==> src/rtl/hazard_ctrl_pkg.sv <==
// Shared types for the pipeline hazard controller: latch control codes and controller states.
package hazard_ctrl_pkg;

  typedef enum logic [1:0] {
    PIPE_ENABLE,
    PIPE_STALL,
    PIPE_NOP
  } pipe_state_t;

  typedef enum logic [1:0] {
    RUN,
    LU_STALL,
    MEM_WAIT,
    HALTED
  } hazard_state_t;

endpackage

==> src/rtl/hazard_ctrl_if.sv <==
// Bundle between the pipeline datapath (master) and the hazard controller (slave).
interface hazard_ctrl_if
  import hazard_ctrl_pkg::*;
#(
  parameter int REG_W   = 5,
  parameter int NUM_FWD = 3,
  parameter int CNT_W   = 32,
  parameter int FSEL_W  = $clog2(NUM_FWD + 1)
);

  logic                           ihit;
  logic                           dhit;
  logic                           m_memreq;
  logic                           redirect;
  logic                           w_halt;
  logic [REG_W-1:0]               d_rs;
  logic [REG_W-1:0]               d_rt;
  logic                           d_use_rs;
  logic                           d_use_rt;
  logic [REG_W-1:0]               e_wsel;
  logic                           e_wen;
  logic                           e_load;
  logic [REG_W-1:0]               e_rs;
  logic [REG_W-1:0]               e_rt;
  logic [NUM_FWD-1:0][REG_W-1:0]  fwd_wsel;
  logic [NUM_FWD-1:0]             fwd_wen;

  pipe_state_t                    fd_state;
  pipe_state_t                    de_state;
  pipe_state_t                    em_state;
  pipe_state_t                    mw_state;
  logic                           pc_wen;
  logic [FSEL_W-1:0]              fsel_a;
  logic [FSEL_W-1:0]              fsel_b;
  logic [CNT_W-1:0]               stall_cnt;
  logic [CNT_W-1:0]               flush_cnt;
  logic                           halted;

  modport master (
    output ihit, dhit, m_memreq, redirect, w_halt,
           d_rs, d_rt, d_use_rs, d_use_rt,
           e_wsel, e_wen, e_load, e_rs, e_rt,
           fwd_wsel, fwd_wen,
    input  fd_state, de_state, em_state, mw_state, pc_wen,
           fsel_a, fsel_b, stall_cnt, flush_cnt, halted
  );

  modport slave (
    input  ihit, dhit, m_memreq, redirect, w_halt,
           d_rs, d_rt, d_use_rs, d_use_rt,
           e_wsel, e_wen, e_load, e_rs, e_rt,
           fwd_wsel, fwd_wen,
    output fd_state, de_state, em_state, mw_state, pc_wen,
           fsel_a, fsel_b, stall_cnt, flush_cnt, halted
  );

endinterface

==> src/rtl/fwd_select.sv <==
// Priority encoder choosing the youngest forwarding source that writes src_reg.
module fwd_select #(
  parameter int NUM_FWD = 3,
  parameter int REG_W   = 5,
  parameter int FSEL_W  = $clog2(NUM_FWD + 1)
) (
  input  logic [REG_W-1:0]              src_reg,
  input  logic [NUM_FWD-1:0][REG_W-1:0] fwd_wsel,
  input  logic [NUM_FWD-1:0]            fwd_wen,
  output logic [FSEL_W-1:0]             fsel
);

  logic [NUM_FWD-1:0] match;

  generate
    for (genvar gi = 0; gi < NUM_FWD; gi++) begin : g_match
      assign match[gi] = fwd_wen[gi] && (fwd_wsel[gi] == src_reg) && (src_reg != '0);
    end
  endgenerate

  // Scan oldest to youngest so the lowest matching index ends up selected.
  always_comb begin
    fsel = '0;
    for (int i = NUM_FWD - 1; i >= 0; i--) begin
      if (match[i]) fsel = FSEL_W'(i + 1);
    end
  end

endmodule

==> src/rtl/hazard_ctrl.sv <==
// Pipeline hazard controller: latch control, PC enable, operand forwarding and perf counters.
module hazard_ctrl
  import hazard_ctrl_pkg::*;
#(
  parameter int REG_W    = 5,
  parameter int NUM_FWD  = 3,
  parameter int FSEL_W   = $clog2(NUM_FWD + 1),
  parameter int LOAD_LAT = 1,
  parameter int CNT_W    = 32
) (
  input  logic         CLK,
  input  logic         RST,
  hazard_ctrl_if.slave hz
);

  localparam int LU_W = $clog2(LOAD_LAT + 1);

  hazard_state_t     state_reg, state_next;
  logic [LU_W-1:0]   lu_cnt_reg, lu_cnt_next;
  logic              redirect_pend_reg, redirect_pend_next;
  logic [CNT_W-1:0]  stall_cnt_reg, flush_cnt_reg;

  pipe_state_t       fd_c, de_c, em_c, mw_c;
  logic              pc_wen_c;
  logic              flush_c;
  logic [FSEL_W-1:0] fsel_a_c, fsel_b_c;

  logic lu_hazard, mem_miss, redir_any, blocked;

  assign lu_hazard = hz.e_load && hz.e_wen && (hz.e_wsel != '0) &&
                     ((hz.d_use_rs && (hz.d_rs == hz.e_wsel)) ||
                      (hz.d_use_rt && (hz.d_rt == hz.e_wsel)));
  assign mem_miss  = hz.m_memreq && !hz.dhit;
  assign redir_any = hz.redirect || redirect_pend_reg;
  // Halt, a D-side miss and an I-side miss all freeze the whole pipe.
  assign blocked   = hz.w_halt || mem_miss || !hz.ihit;

  always_ff @(posedge CLK) begin
    if (RST) begin
      state_reg         <= RUN;
      lu_cnt_reg        <= '0;
      redirect_pend_reg <= 1'b0;
      stall_cnt_reg     <= '0;
      flush_cnt_reg     <= '0;
    end else begin
      state_reg         <= state_next;
      lu_cnt_reg        <= lu_cnt_next;
      redirect_pend_reg <= redirect_pend_next;
      if (!pc_wen_c && (state_reg != HALTED) && (stall_cnt_reg != '1))
        stall_cnt_reg <= stall_cnt_reg + CNT_W'(1);
      if (flush_c && (flush_cnt_reg != '1))
        flush_cnt_reg <= flush_cnt_reg + CNT_W'(1);
    end
  end

  always_comb begin
    state_next         = state_reg;
    lu_cnt_next        = lu_cnt_reg;
    redirect_pend_next = redirect_pend_reg;
    case (state_reg)
      RUN, LU_STALL: begin
        if (hz.w_halt) begin
          state_next = HALTED;
        end else if (mem_miss) begin
          state_next = MEM_WAIT;
        end else if (!hz.ihit) begin
          if (hz.redirect) redirect_pend_next = 1'b1;
        end else if (redir_any) begin
          redirect_pend_next = 1'b0;
          lu_cnt_next        = '0;
          state_next         = RUN;
        end else if (state_reg == LU_STALL) begin
          lu_cnt_next = lu_cnt_reg - LU_W'(1);
          if (lu_cnt_reg == LU_W'(1)) state_next = RUN;
        end else if (lu_hazard && (LOAD_LAT > 1)) begin
          lu_cnt_next = LU_W'(LOAD_LAT - 1);
          state_next  = LU_STALL;
        end
      end
      MEM_WAIT: begin
        if (hz.redirect) redirect_pend_next = 1'b1;
        // Remaining load-use bubbles are resumed after the data access completes.
        if (hz.dhit) state_next = (lu_cnt_reg != '0) ? LU_STALL : RUN;
      end
      default: state_next = state_reg;
    endcase
  end

  always_comb begin
    fd_c     = PIPE_STALL;
    de_c     = PIPE_STALL;
    em_c     = PIPE_STALL;
    mw_c     = PIPE_STALL;
    pc_wen_c = 1'b0;
    flush_c  = 1'b0;
    if (!RST) begin
      case (state_reg)
        RUN, LU_STALL: begin
          if (blocked) begin
            pc_wen_c = 1'b0;
          end else if (redir_any) begin
            fd_c     = PIPE_NOP;
            de_c     = PIPE_NOP;
            em_c     = PIPE_NOP;
            mw_c     = PIPE_ENABLE;
            pc_wen_c = 1'b1;
            flush_c  = 1'b1;
          end else if (lu_hazard || (state_reg == LU_STALL)) begin
            de_c = PIPE_NOP;
            em_c = PIPE_ENABLE;
            mw_c = PIPE_ENABLE;
          end else begin
            fd_c     = PIPE_ENABLE;
            de_c     = PIPE_ENABLE;
            em_c     = PIPE_ENABLE;
            mw_c     = PIPE_ENABLE;
            pc_wen_c = 1'b1;
          end
        end
        MEM_WAIT: begin
          if (hz.dhit) begin
            fd_c     = hz.ihit ? PIPE_ENABLE : PIPE_NOP;
            de_c     = PIPE_ENABLE;
            em_c     = PIPE_ENABLE;
            mw_c     = PIPE_ENABLE;
            pc_wen_c = hz.ihit;
          end
        end
        default: pc_wen_c = 1'b0;
      endcase
    end
  end

  fwd_select #(.NUM_FWD(NUM_FWD), .REG_W(REG_W), .FSEL_W(FSEL_W)) u_fwd_a (
    .src_reg  (hz.e_rs),
    .fwd_wsel (hz.fwd_wsel),
    .fwd_wen  (hz.fwd_wen),
    .fsel     (fsel_a_c)
  );

  fwd_select #(.NUM_FWD(NUM_FWD), .REG_W(REG_W), .FSEL_W(FSEL_W)) u_fwd_b (
    .src_reg  (hz.e_rt),
    .fwd_wsel (hz.fwd_wsel),
    .fwd_wen  (hz.fwd_wen),
    .fsel     (fsel_b_c)
  );

  assign hz.fd_state  = fd_c;
  assign hz.de_state  = de_c;
  assign hz.em_state  = em_c;
  assign hz.mw_state  = mw_c;
  assign hz.pc_wen    = pc_wen_c;
  assign hz.fsel_a    = RST ? '0 : fsel_a_c;
  assign hz.fsel_b    = RST ? '0 : fsel_b_c;
  assign hz.stall_cnt = stall_cnt_reg;
  assign hz.flush_cnt = flush_cnt_reg;
  assign hz.halted    = (state_reg == HALTED);

endmodule

==> src/flat_wrapper.sv <==
// flat-port wrapper written by rule: the top's interface ports become plain ports
module hazard_ctrl_flat import hazard_ctrl_pkg::*;
#(
  parameter int REG_W    = 5,
  parameter int NUM_FWD  = 3,
  parameter int FSEL_W   = $clog2(NUM_FWD + 1),
  parameter int LOAD_LAT = 1,
  parameter int CNT_W    = 32
)
  (CLK, RST, hz_ihit, hz_dhit, hz_m_memreq, hz_redirect, hz_w_halt, hz_d_rs, hz_d_rt, hz_d_use_rs, hz_d_use_rt, hz_e_wsel, hz_e_wen, hz_e_load, hz_e_rs, hz_e_rt, hz_fwd_wsel, hz_fwd_wen, hz_fd_state, hz_de_state, hz_em_state, hz_mw_state, hz_pc_wen, hz_fsel_a, hz_fsel_b, hz_stall_cnt, hz_flush_cnt, hz_halted);
  hazard_ctrl_if #(.REG_W(REG_W), .NUM_FWD(NUM_FWD), .CNT_W(CNT_W), .FSEL_W(FSEL_W)) hz_i ();
  input  logic CLK;
  input  logic RST;
  input wire logic [$bits(hz_i.ihit)-1:0] hz_ihit;
  input wire logic [$bits(hz_i.dhit)-1:0] hz_dhit;
  input wire logic [$bits(hz_i.m_memreq)-1:0] hz_m_memreq;
  input wire logic [$bits(hz_i.redirect)-1:0] hz_redirect;
  input wire logic [$bits(hz_i.w_halt)-1:0] hz_w_halt;
  input wire logic [$bits(hz_i.d_rs)-1:0] hz_d_rs;
  input wire logic [$bits(hz_i.d_rt)-1:0] hz_d_rt;
  input wire logic [$bits(hz_i.d_use_rs)-1:0] hz_d_use_rs;
  input wire logic [$bits(hz_i.d_use_rt)-1:0] hz_d_use_rt;
  input wire logic [$bits(hz_i.e_wsel)-1:0] hz_e_wsel;
  input wire logic [$bits(hz_i.e_wen)-1:0] hz_e_wen;
  input wire logic [$bits(hz_i.e_load)-1:0] hz_e_load;
  input wire logic [$bits(hz_i.e_rs)-1:0] hz_e_rs;
  input wire logic [$bits(hz_i.e_rt)-1:0] hz_e_rt;
  input wire logic [$bits(hz_i.fwd_wsel)-1:0] hz_fwd_wsel;
  input wire logic [$bits(hz_i.fwd_wen)-1:0] hz_fwd_wen;
  output wire logic [$bits(hz_i.fd_state)-1:0] hz_fd_state;
  output wire logic [$bits(hz_i.de_state)-1:0] hz_de_state;
  output wire logic [$bits(hz_i.em_state)-1:0] hz_em_state;
  output wire logic [$bits(hz_i.mw_state)-1:0] hz_mw_state;
  output wire logic [$bits(hz_i.pc_wen)-1:0] hz_pc_wen;
  output wire logic [$bits(hz_i.fsel_a)-1:0] hz_fsel_a;
  output wire logic [$bits(hz_i.fsel_b)-1:0] hz_fsel_b;
  output wire logic [$bits(hz_i.stall_cnt)-1:0] hz_stall_cnt;
  output wire logic [$bits(hz_i.flush_cnt)-1:0] hz_flush_cnt;
  output wire logic [$bits(hz_i.halted)-1:0] hz_halted;
  assign hz_i.ihit = hz_ihit;
  assign hz_i.dhit = hz_dhit;
  assign hz_i.m_memreq = hz_m_memreq;
  assign hz_i.redirect = hz_redirect;
  assign hz_i.w_halt = hz_w_halt;
  assign hz_i.d_rs = hz_d_rs;
  assign hz_i.d_rt = hz_d_rt;
  assign hz_i.d_use_rs = hz_d_use_rs;
  assign hz_i.d_use_rt = hz_d_use_rt;
  assign hz_i.e_wsel = hz_e_wsel;
  assign hz_i.e_wen = hz_e_wen;
  assign hz_i.e_load = hz_e_load;
  assign hz_i.e_rs = hz_e_rs;
  assign hz_i.e_rt = hz_e_rt;
  assign hz_i.fwd_wsel = hz_fwd_wsel;
  assign hz_i.fwd_wen = hz_fwd_wen;
  assign hz_fd_state = hz_i.fd_state;
  assign hz_de_state = hz_i.de_state;
  assign hz_em_state = hz_i.em_state;
  assign hz_mw_state = hz_i.mw_state;
  assign hz_pc_wen = hz_i.pc_wen;
  assign hz_fsel_a = hz_i.fsel_a;
  assign hz_fsel_b = hz_i.fsel_b;
  assign hz_stall_cnt = hz_i.stall_cnt;
  assign hz_flush_cnt = hz_i.flush_cnt;
  assign hz_halted = hz_i.halted;
  hazard_ctrl #(.REG_W(REG_W), .NUM_FWD(NUM_FWD), .FSEL_W(FSEL_W), .LOAD_LAT(LOAD_LAT), .CNT_W(CNT_W)) u_core (.CLK(CLK), .RST(RST), .hz(hz_i));
endmodule
==> config.mk <==
export PLATFORM = sky130hd
export DESIGN_NAME = hazard_ctrl_flat
export DESIGN_NICKNAME = d
export VERILOG_FILES = /design/src/rtl/hazard_ctrl_pkg.sv /design/src/rtl/hazard_ctrl_if.sv /design/src/rtl/fwd_select.sv /design/src/rtl/hazard_ctrl.sv /design/src/flat_wrapper.sv
export SDC_FILE = /design/constraint.sdc
export NUM_CORES = 1
export LEC_CHECK = 0
export CORE_MARGIN = 2
export CORE_UTILIZATION = 52
export DETAILED_ROUTE_END_ITERATION = 12
export PLACE_DENSITY = 0.86
export SYNTH_ARGS = -nofsm -noshare
export SYNTH_HDL_FRONTEND = slang
export SYNTH_SLANG_ARGS = --single-unit
==> constraint.sdc <==
create_clock -name CLK -period 4.77 [get_ports CLK]
set_clock_uncertainty 0.2 [all_clocks]
set_input_delay 0.954 -clock CLK [delete_from_list [all_inputs] [get_ports CLK]]
set_output_delay 0.954 -clock CLK [all_outputs]
set_load 0.03 [all_outputs]
==> reports/results.ini, run 1 <==
[die]
coreArea_um2 = 8180
start_util = 0.534
ios = 132
die_y_um = 95.6
die_w_um = 95.6
dieArea_um2 = 9150
rows = 33

[clock_tree]
cts_tree = yes
cts_inserted_buffers = 9
cts-htree-levels = 3
cts_resized = 0
clock_latency_ns = 0.35
cts_root_buf = clkbuf_8
cts_hold_buf = 0
cts_setup_buffers = 0
numClockSinks = 68
clk_path_buf_depth = 2
clk_pin_slew_worst_paths_ns = 0.08

[logic_synthesis]
yosys_warnings = 0
syn-num-nets = 578
avgSynthCellArea_um2 = 8.37
yosysSeqAreaShare = 0.312
postSynthCellCount = 522
synth_edf_count = 0
postSynth.asyncResetShare = 0
synthFlopType = dfxtp_1
synth_seq_cells = 68
syn_area_um2 = 4370
ys_types = 64

[grt]
grt_pass1_vias = 4199
grt_max_degree = 74
grt-ovfl-total = 0
grt_pass1_wl_um = 19400
grt_usage = 0.266
antenna_found_initial = 0

[drt]
ant_nets = 0
drc = 0
drt_wl_total_um = 11900
avgViaCountPerCell = 5.95
wire_per_inst_um = 15.8
drtIter0Drc = 169
num_vias = 4459
first_pass_iters = 4

[place]
gp_congestion = 0.905
post-dp-hpwl_um = 8760
port_buffers = 130
place_ws_ns = 0.226

[setup_path]
r2r-start = u_core.hz.stall_cnt[29]
worstSetupPathType = in -> out
required_ns = 3.62
slowest_delay_ns = 0.74
crit_family = buffers and inverters
start_kind = input pin
rrSetupSlack_ns = 1.69
critPathLaunch = hz_e_rt[4]
reg2reg_to = u_core.hz.stall_cnt[18]
worstPathArrival_ns = 3.44
worstPathCellList = clkdlybuf4s50_1, or4_1, nor2_1, or4_1, nor2b_1, nor3_1, clkdlybuf4s50_1
slowest_stage = clkdlybuf4s50_1
r2r_cells = 6
endpoint_kind = output port
path_buf_inv = 2
critPathMaxFanout = 4

[sta]
setup-violations-final = 0
tightest_slew_ns = 1.11
fmax_mhz = 218
setup_tns_ns = 0
drv_slew = 0
layout_setup_ws_ns = 0.180
max-slew-margin-rel = 0.257
min_period_ns = 4.59
rsz0062_at_grt = no
period_share = 0.962
hold_viol_final = 0

[hold_path]
hold_class = reg -> reg
hold_depth = 2
holdPathEnd = u_core.hz.flush_cnt[16]
holdCritStartpoint = u_core.hz.flush_cnt[16]

[job]
cap_violations = 0

[pwr]
p_per_area_nw_per_um2 = 221
leakage_nw = 1.95
ir_drop_uv = 151

[finish]
syn_to_final_growth_pct = 35.1
nets = 696
drive_gt1_frac = 0.0698
antenna_cells = 0

[outcome]
status = completed

==> report_power, final <==
| part | switching (mW) | internal [mW] | total [mW] |
|---|---|---|---|
| combinational | 0.0944 | 0.0890 | 0.183 |
| sequential | 0.0100 | 0.573 | 0.583 |
| clock | 0.226 | 0.308 | 0.534 |
==> cells by family (layout without fill, tap and decap cells) <==
logic type / after synthesis / in the layout / share of synthesized area
AND/OR/NAND/NOR: 255 / 255 / 0.354
AO/OA/AOI/OAI: 85 / 85 / 0.129
flip-flops: 68 / 68 / 0.312
XOR/XNOR: 65 / 65 / 0.130
buffers and inverters: 38 / 161 / 0.0476
multiplexers: 8 / 8 / 0.0203
adder cells (fa/ha/maj): 2 / 2 / 0.00573
other: 1 / 1 / 0.000859
==> area by class of cell <==
type	count	area, um^2
Fill cell	616	2280
Multi-Input combinational cell	416	2810
Sequential cell	68	1360
Timing Repair Buffer	136	1340
Clock inverter	6	87.6
Clock buffer	10	138
Tap cell	105	131
Inverter	9	33.8
==> cell usage in the layout, fill, tap and decap left out, drive strengths merged, types with 2 or more instances in the layout <==
cell type and instances:
clkdlybuf4s50 129, dfxtp 68, nor2 49, xor2 34, nand3 34, a21oi 33
xnor2 31, nand2 28, nand4 26, or4 26, and3 18, o31ai 16
or3 14, nor3 12, o21ai 11, nor2b 11, nor4 11, clkbuf 10
inv 8, mux2 7, buf 7, and4 6, clkinv 5, and2 4
a211oi 4, nor3b 3, nand2b 3, nor4b 2, o41ai 2, o31a 2
o21a 2, nand4b 2, ha 2, bufinv 2, a41oi 2, or4b 2
o311ai 2
==> per-stage QoR <==
step           area [um^2]  utilization  instances  hold WS (ns)  total power, mW
2_1_floorplan         4370            -        522         0.308            0.693
3_3_place_gp          5670        0.693        733         0.276            0.773
3_5_place_dp          5670        0.693        733         0.291            0.779
4_1_cts               5890        0.721        749         0.301             1.31
5_1_grt               5900        0.722        750         0.340             1.35
6_report              5900        0.722        750         0.302             1.30
==> cells in the mapped netlist, types with 3 or more instances <==
cell	count	area, um^2
a211oi_1	4	30.0
a21oi_1	33	165
and2_1	4	25.0
and3_1	18	113
and4_1	5	43.8
buf_2	7	35.0
buf_4	5	37.5
buf_6	5	56.3
clkbuf_1	10	37.5
dfxtp_1	68	1360
inv_1	7	26.3
mux2_1	6	67.6
nand2_1	27	101
nand3_1	31	155
nand3_2	3	30.0
nand4_1	26	163
nor2_1	49	184
nor2b_1	11	68.8
nor3_1	12	60.1
nor3b_1	3	22.5
nor4_1	7	43.8
nor4_4	4	85.1
o21ai_0	11	55.1
o31ai_1	16	120
or3_1	14	87.6
or4_1	24	180
xnor2_1	31	272
xor2_1	34	298
==> per-layer routing <==
layer | part of all wire | vias up | wire length, um | track usage
li1 | - | 2168 | - | -
met1 | 0.41 | 2094 | 4900 | 0.323
met2 | 0.50 | 167 | 5900 | 0.453
met3 | 0.066 | 30 | 783 | 0.0585
met4 | 0.023 | 0 | 272 | 0.107
met5 | 0 | - | 0 | 0
==> how the worst max path moves through the flow <==
stage	endpoint	cells past startpoint	slack [ns]
floorplan	hz_fd_state[0]	5	1.05
global placement	hz_fsel_b[1]	7	0.24
detailed placement	hz_fsel_b[1]	7	0.23
CTS	hz_fsel_b[1]	7	0.21
finish	hz_fsel_b[1]	7	0.18
global route	hz_fsel_b[1]	7	0.06
==> worst reg2reg max path, cell delays in order, from the launching register on <==
cell and delay, ns:
dfxtp_1 0.41, nand4_1 0.22, or3_1 0.51, nor4_4 0.94, buf_4 0.31, nor4b_4 0.06, mux2_1 0.32
(Power assumes the default switching activity.)
==> inputs of run 2 (changes only) <==
--- a/config.mk
+++ b/config.mk
@@ -7,6 +7,7 @@
 export LEC_CHECK = 0
 export CORE_MARGIN = 2
 export CORE_UTILIZATION = 52
+export CTS_CLUSTER_DIAMETER = 60
 export DETAILED_ROUTE_END_ITERATION = 12
 export PLACE_DENSITY = 0.86
 export SYNTH_ARGS = -nofsm -noshare
==> results of run 2 <==
No change in the layout: final DEF, timing and power equal those of run 1.
